<file path="src/rtl/ppb_io_sync.sv">
// Board pin conditioning: synchronise, debounce and edge-detect every board input,
// and register the CPU observation vector onto the board outputs with a freeze/snapshot mode.
module ppb_io_sync #(
  parameter int unsigned N_IN            = 60,
  parameter int unsigned N_OUT           = 120,
  parameter int unsigned DEBOUNCE_CYCLES = 1000,
  parameter int unsigned CNT_W           = $clog2(DEBOUNCE_CYCLES + 1)
) (
  input  logic             clk,
  input  logic             reset,
  input  logic [N_IN-1:0]  device_inputs,
  output logic [N_IN-1:0]  in_stable,
  output logic [N_IN-1:0]  in_rise,
  output logic [N_IN-1:0]  in_fall,
  input  logic [N_OUT-1:0] out_src,
  input  logic             freeze,
  output logic [N_OUT-1:0] device_outputs,
  output logic             out_changed
);

  localparam logic [CNT_W-1:0] CNT_LAST = CNT_W'(DEBOUNCE_CYCLES - 1);
  localparam logic [CNT_W-1:0] CNT_ONE  = CNT_W'(1);

  logic [N_IN-1:0]  s1_q, s1_d;
  logic [N_IN-1:0]  s2_q, s2_d;
  logic [N_IN-1:0]  stable_q, stable_d;
  logic [N_IN-1:0]  prev_q, prev_d;
  logic [N_IN-1:0]  rise_q, rise_d;
  logic [N_IN-1:0]  fall_q, fall_d;
  logic [CNT_W-1:0] cnt_q [N_IN];
  logic [CNT_W-1:0] cnt_d [N_IN];

  logic [N_OUT-1:0] dout_q, dout_d;
  logic             changed_q, changed_d;

  // Input path: synchroniser, per-bit debounce counter, and edge pulses one cycle after the flip
  always_comb begin
    s1_d     = device_inputs;
    s2_d     = s1_q;
    stable_d = stable_q;
    prev_d   = stable_q;
    for (int unsigned i = 0; i < N_IN; i++) begin
      cnt_d[i] = '0;
      if (s2_q[i] != stable_q[i]) begin
        if (cnt_q[i] == CNT_LAST) begin
          stable_d[i] = s2_q[i];
        end else begin
          cnt_d[i] = cnt_q[i] + CNT_ONE;
        end
      end
    end
    // prev_q lags stable_q by one cycle, so these fire in the cycle after stable_q flips
    rise_d = stable_q & ~prev_q;
    fall_d = ~stable_q & prev_q;
  end

  // Output path: mirror out_src unless frozen; flag value changes in the same cycle they appear
  always_comb begin
    dout_d    = dout_q;
    changed_d = 1'b0;
    if (!freeze) begin
      dout_d    = out_src;
      changed_d = (out_src != dout_q);
    end
  end

  always_ff @(posedge clk or posedge reset) begin
    if (reset) begin
      s1_q      <= '0;
      s2_q      <= '0;
      stable_q  <= '0;
      prev_q    <= '0;
      rise_q    <= '0;
      fall_q    <= '0;
      dout_q    <= '0;
      changed_q <= 1'b0;
      for (int unsigned i = 0; i < N_IN; i++) begin
        cnt_q[i] <= '0;
      end
    end else begin
      s1_q      <= s1_d;
      s2_q      <= s2_d;
      stable_q  <= stable_d;
      prev_q    <= prev_d;
      rise_q    <= rise_d;
      fall_q    <= fall_d;
      dout_q    <= dout_d;
      changed_q <= changed_d;
      for (int unsigned i = 0; i < N_IN; i++) begin
        cnt_q[i] <= cnt_d[i];
      end
    end
  end

  assign in_stable      = stable_q;
  assign in_rise        = rise_q;
  assign in_fall        = fall_q;
  assign device_outputs = dout_q;
  assign out_changed    = changed_q;

endmodule

</file>
<file path="config.mk">
export PLATFORM = sky130hd
export DESIGN_NAME = ppb_io_sync
export DESIGN_NICKNAME = d
export VERILOG_FILES = /design/src/rtl/ppb_io_sync.sv
export SDC_FILE = /design/constraint.sdc
export NUM_CORES = 2
export LEC_CHECK = 0
export ABC_AREA = 0
export CAP_MARGIN = 20
export CORE_MARGIN = 2
export CORE_UTILIZATION = 55
export DETAILED_ROUTE_END_ITERATION = 10
export DONT_BUFFER_PORTS = 1
export PLACE_DENSITY_LB_ADDON = 0.1
export SLEW_MARGIN = 20
export SYNTH_ARGS = -nofsm -noshare
export SYNTH_HDL_FRONTEND = slang
export SYNTH_SLANG_ARGS = --single-unit
</file>
<file path="constraint.sdc">
create_clock -name clk -period 68.1 [get_ports clk]
set_clock_uncertainty 0.05 [all_clocks]
set_input_delay 0 -clock clk [delete_from_list [all_inputs] [get_ports clk]]
set_output_delay 0 -clock clk [all_outputs]
set_load 0.02 [all_outputs]
</file>
==> reports/qor.yml <==
outcome:
  status: "complete, no violations"
cts:
  htree_levels: 3
  cts-resized-gates: 0
  postCtsHoldBufs: 365
  clockBufferDepth: 3
  cts_buffers: 110
  clk_latency_ns: 0.68
  cts_tree: "yes"
  cts_root_buffer: "clkbuf_16"
  clkTransAtPathRegs_ns: 0.06
  cts.sinks: 1081
  post_cts_buffers: 0
run:
  maxCapViolCount: 0
logic_synthesis:
  synth_area_per_cell_um2: 11.8
  synth_cells: 3792
  synth-edff-count: 0
  post-synth-top-count-cell: "dfrtp_1"
  ys_seq_area_share_pct: 60.7
  synthFlopType: "dfrtp_1"
  synth_cell_type_count: 31
  synth_top_area_share_pct: 60.7
  synth_warnings: 0
  synth_nets: 4035
  synth.area.top_cells: "dfrtp_1 61%, xnor2_1 7.3%, nor2_1 5.7%"
  synth-seq-cells: 1081
  yosys-top-cells-count: "1081 x dfrtp_1, 674 x nor2_1, 372 x xnor2_1, 322 x nand2_1, 285 x xor2_1"
  synth_top_cell_by_area: "dfrtp_1"
  synthArstFlopShare_pct: 100
  syn_area_um2: 44600
critical_path:
  slowest_stage: "buf_4"
  cp_top_family: "buffers and inverters"
  critPathCaptureType: "asynchronous set/reset pin"
  worst_setup_path_start_kind: "primary input"
  cp.arrival_ns: 4.35
  cpMostUsedCell: "buf_4"
  cpPeakStageDelay_ns: 0.82
  reg2reg_from: "device_outputs[20]"
  worstSetupPathType: "primary input to asynchronous set/reset pin"
  path_cells: "dlygate4sd3_1, dlygate4sd3_1, inv_8, buf_4, buf_4, buf_4, buf_4"
  cp_num_buf_inv: 7
  critPathMaxFanout: 73
  timing.rr.end: "out_changed"
  cp.required_ns: 68.74
  reg2reg_depth: 6
  reg2reg_slack_ns: 65.05
cells_and_area:
  drive_gt1_share_pct: 11.4
  area_delta_synth_final_pct: 20.0
  nets: 4508
  final_cells: 5419
  finalInstanceArea_um2: 53500
place:
  dpl.hpwl_mm: 56.0
  io_buffers: 0
  gp_congestion: 0.834
  place_area_um2: 45900
  dpl.cell_count: 4848
power:
  p_seq_share_pct: 49.3
  intPower_uw: 1080
  clkPwrFrac_pct: 44.9
  p_total_uw: 1400
  power_frac_comb_pct: 5.7
  leakage_uw: 0.0240
  p_switching_uw: 324
  irDropWorstVdd_v: 0.0000222
  power.density_nw_per_um2: 26.2
  switching_share_pct: 23.2
global_routing:
  antenna_found_initial: 2
  grt_max_degree: 151
  grt_pass1_vias: 28936
  gr-total-overflow: 0
  grt_util_all_layers_pct: 21.9
  grt_pass1_wl_mm: 148
route:
  vias: 27715
  via_per_inst: 5.11
  wl_per_cell_um: 16.7
  drtPass1Iterations: 5
  ant_nets: 0
  drt_iter0_markers: 1407
  wl_mm: 90.4
  drc: 0
floorplan:
  coreArea_um2: 80400
  row_count: 104
  die_y_um: 289
  start_util_pct: 55.4
  ios: 484
  dieArea_um2: 83300
  die_x_um: 289
timing:
  fin_crit_sh_pct: 5.43
  hold_viol_final: 0
  setup_tns_ns: 0
  slew-limit-headroom_pct: 35.5
  fin_crit_ns: 3.70
  worst_pin_slew_ns: 0.967
  rsz0062_at_grt: "no"
  setup_viol: 0
  holdWs_ns: 0.290
  drv_slew: 0
  max_freq_mhz: 270
hold_path:
  hold_depth: 0
  whs_endpoint: "s2_q[15]"
  hp-class: "register to register"
  hp-start: "s1_q[15]"
==> worst max-delay path by stage <==
stage                      from      endpoint  depth (start not counted)
final                     reset  in_stable[8]                          7
after detailed placement  reset   in_fall[15]                          5
after floorplan           reset      cnt_q[0]                          1
after CTS                 reset   in_fall[15]                          7
after global placement    reset    cnt_q[443]                          5
after global routing      reset   in_fall[15]                          7
==> flip-flops by register name (all words and copies together), names as in the netlist <==
register,count
cnt_q,600
device_outputs,120
in_fall,60
in_rise,60
in_stable,60
prev_q,60
s1_q,60
s2_q,60
out_changed,1
==> cell usage in the layout (no fill, tap or decap), drive strengths merged, types with 60 or more instances in the layout <==
| cell | n |
|---|---|
| nand3 | 124 |
| and3 | 113 |
| dfrtp | 1081 |
| inv | 101 |
| clkbuf | 149 |
| nand4 | 80 |
| xor2 | 285 |
| mux2 | 180 |
| dlygate4sd3 | 363 |
| nor3 | 103 |
| nor2 | 674 |
| nor2b | 120 |
| nand2 | 339 |
| xnor2 | 372 |
| ha | 60 |
==> power by group through the flow <==
stage                     clock [uW]  combinational [uW]  sequential, uW
final                            630                80.6             691
after global routing             675                89.7             693
after CTS                        647                78.7             690
after detailed placement           0                54.7             701
after global placement             0                54.0             701
after floorplan                    0                44.0             696
==> layout make-up <==
cell class / instances / area (um^2)
antenna: 2 / 5.00
inverter: 95 / 364
clock inverter: 55 / 772
sequential: 1081 / 27100
clock buffer: 149 / 3090
fill: 5938 / 26900
timing repair buffer: 378 / 3800
multi-input combinational: 2599 / 17100
tap: 1060 / 1330
==> through the flow <==
stage / utilization [%] / worst slack [ns]
detailed placement: 57.1 / 64.00
global placement: 57.1 / 64.01
finish: 66.5 / 64.40
global route: 66.5 / 63.73
floorplan: - / 37.62
CTS: 66.5 / 64.20
==> cells by family (layout without fill, tap and decap cells) <==
logic type	after synthesis	in the layout	share of synthesized area, %
AO/OA/AOI/OAI	7	7	0.0870
XOR/XNOR	657	657	12.9
adder cells (fa/ha/maj)	60	60	1.68
buffers and inverters	112	677	0.974
flip-flops	1081	1081	60.7
multiplexers	180	180	4.95
other	0	2	0
AND/OR/NAND/NOR	1695	1695	18.7
==> worst reg2reg max path: cells and delay by family (launching register included) <==
family / cells / cell delay (ns)
compound gates: 1 / 0.18
xor+xnor: 1 / 0.22
buf+inv: 1 / 0.64
flops: 1 / 0.51
simple gates: 3 / 1.31
==> routing by layer <==
layer  part of all wire, %  routed length (um)  global-route usage, %  up-vias
met1                    43               38500                   28.5    13462
met2                    47               42100                   34.9      636
li1                      -                   -                      -    13374
met3                   6.5                5900                   5.96      241
met5                 0.012                  11                      0        -
met4                   4.3                3910                   9.38        2
Power figures use the tool's default switching activity.
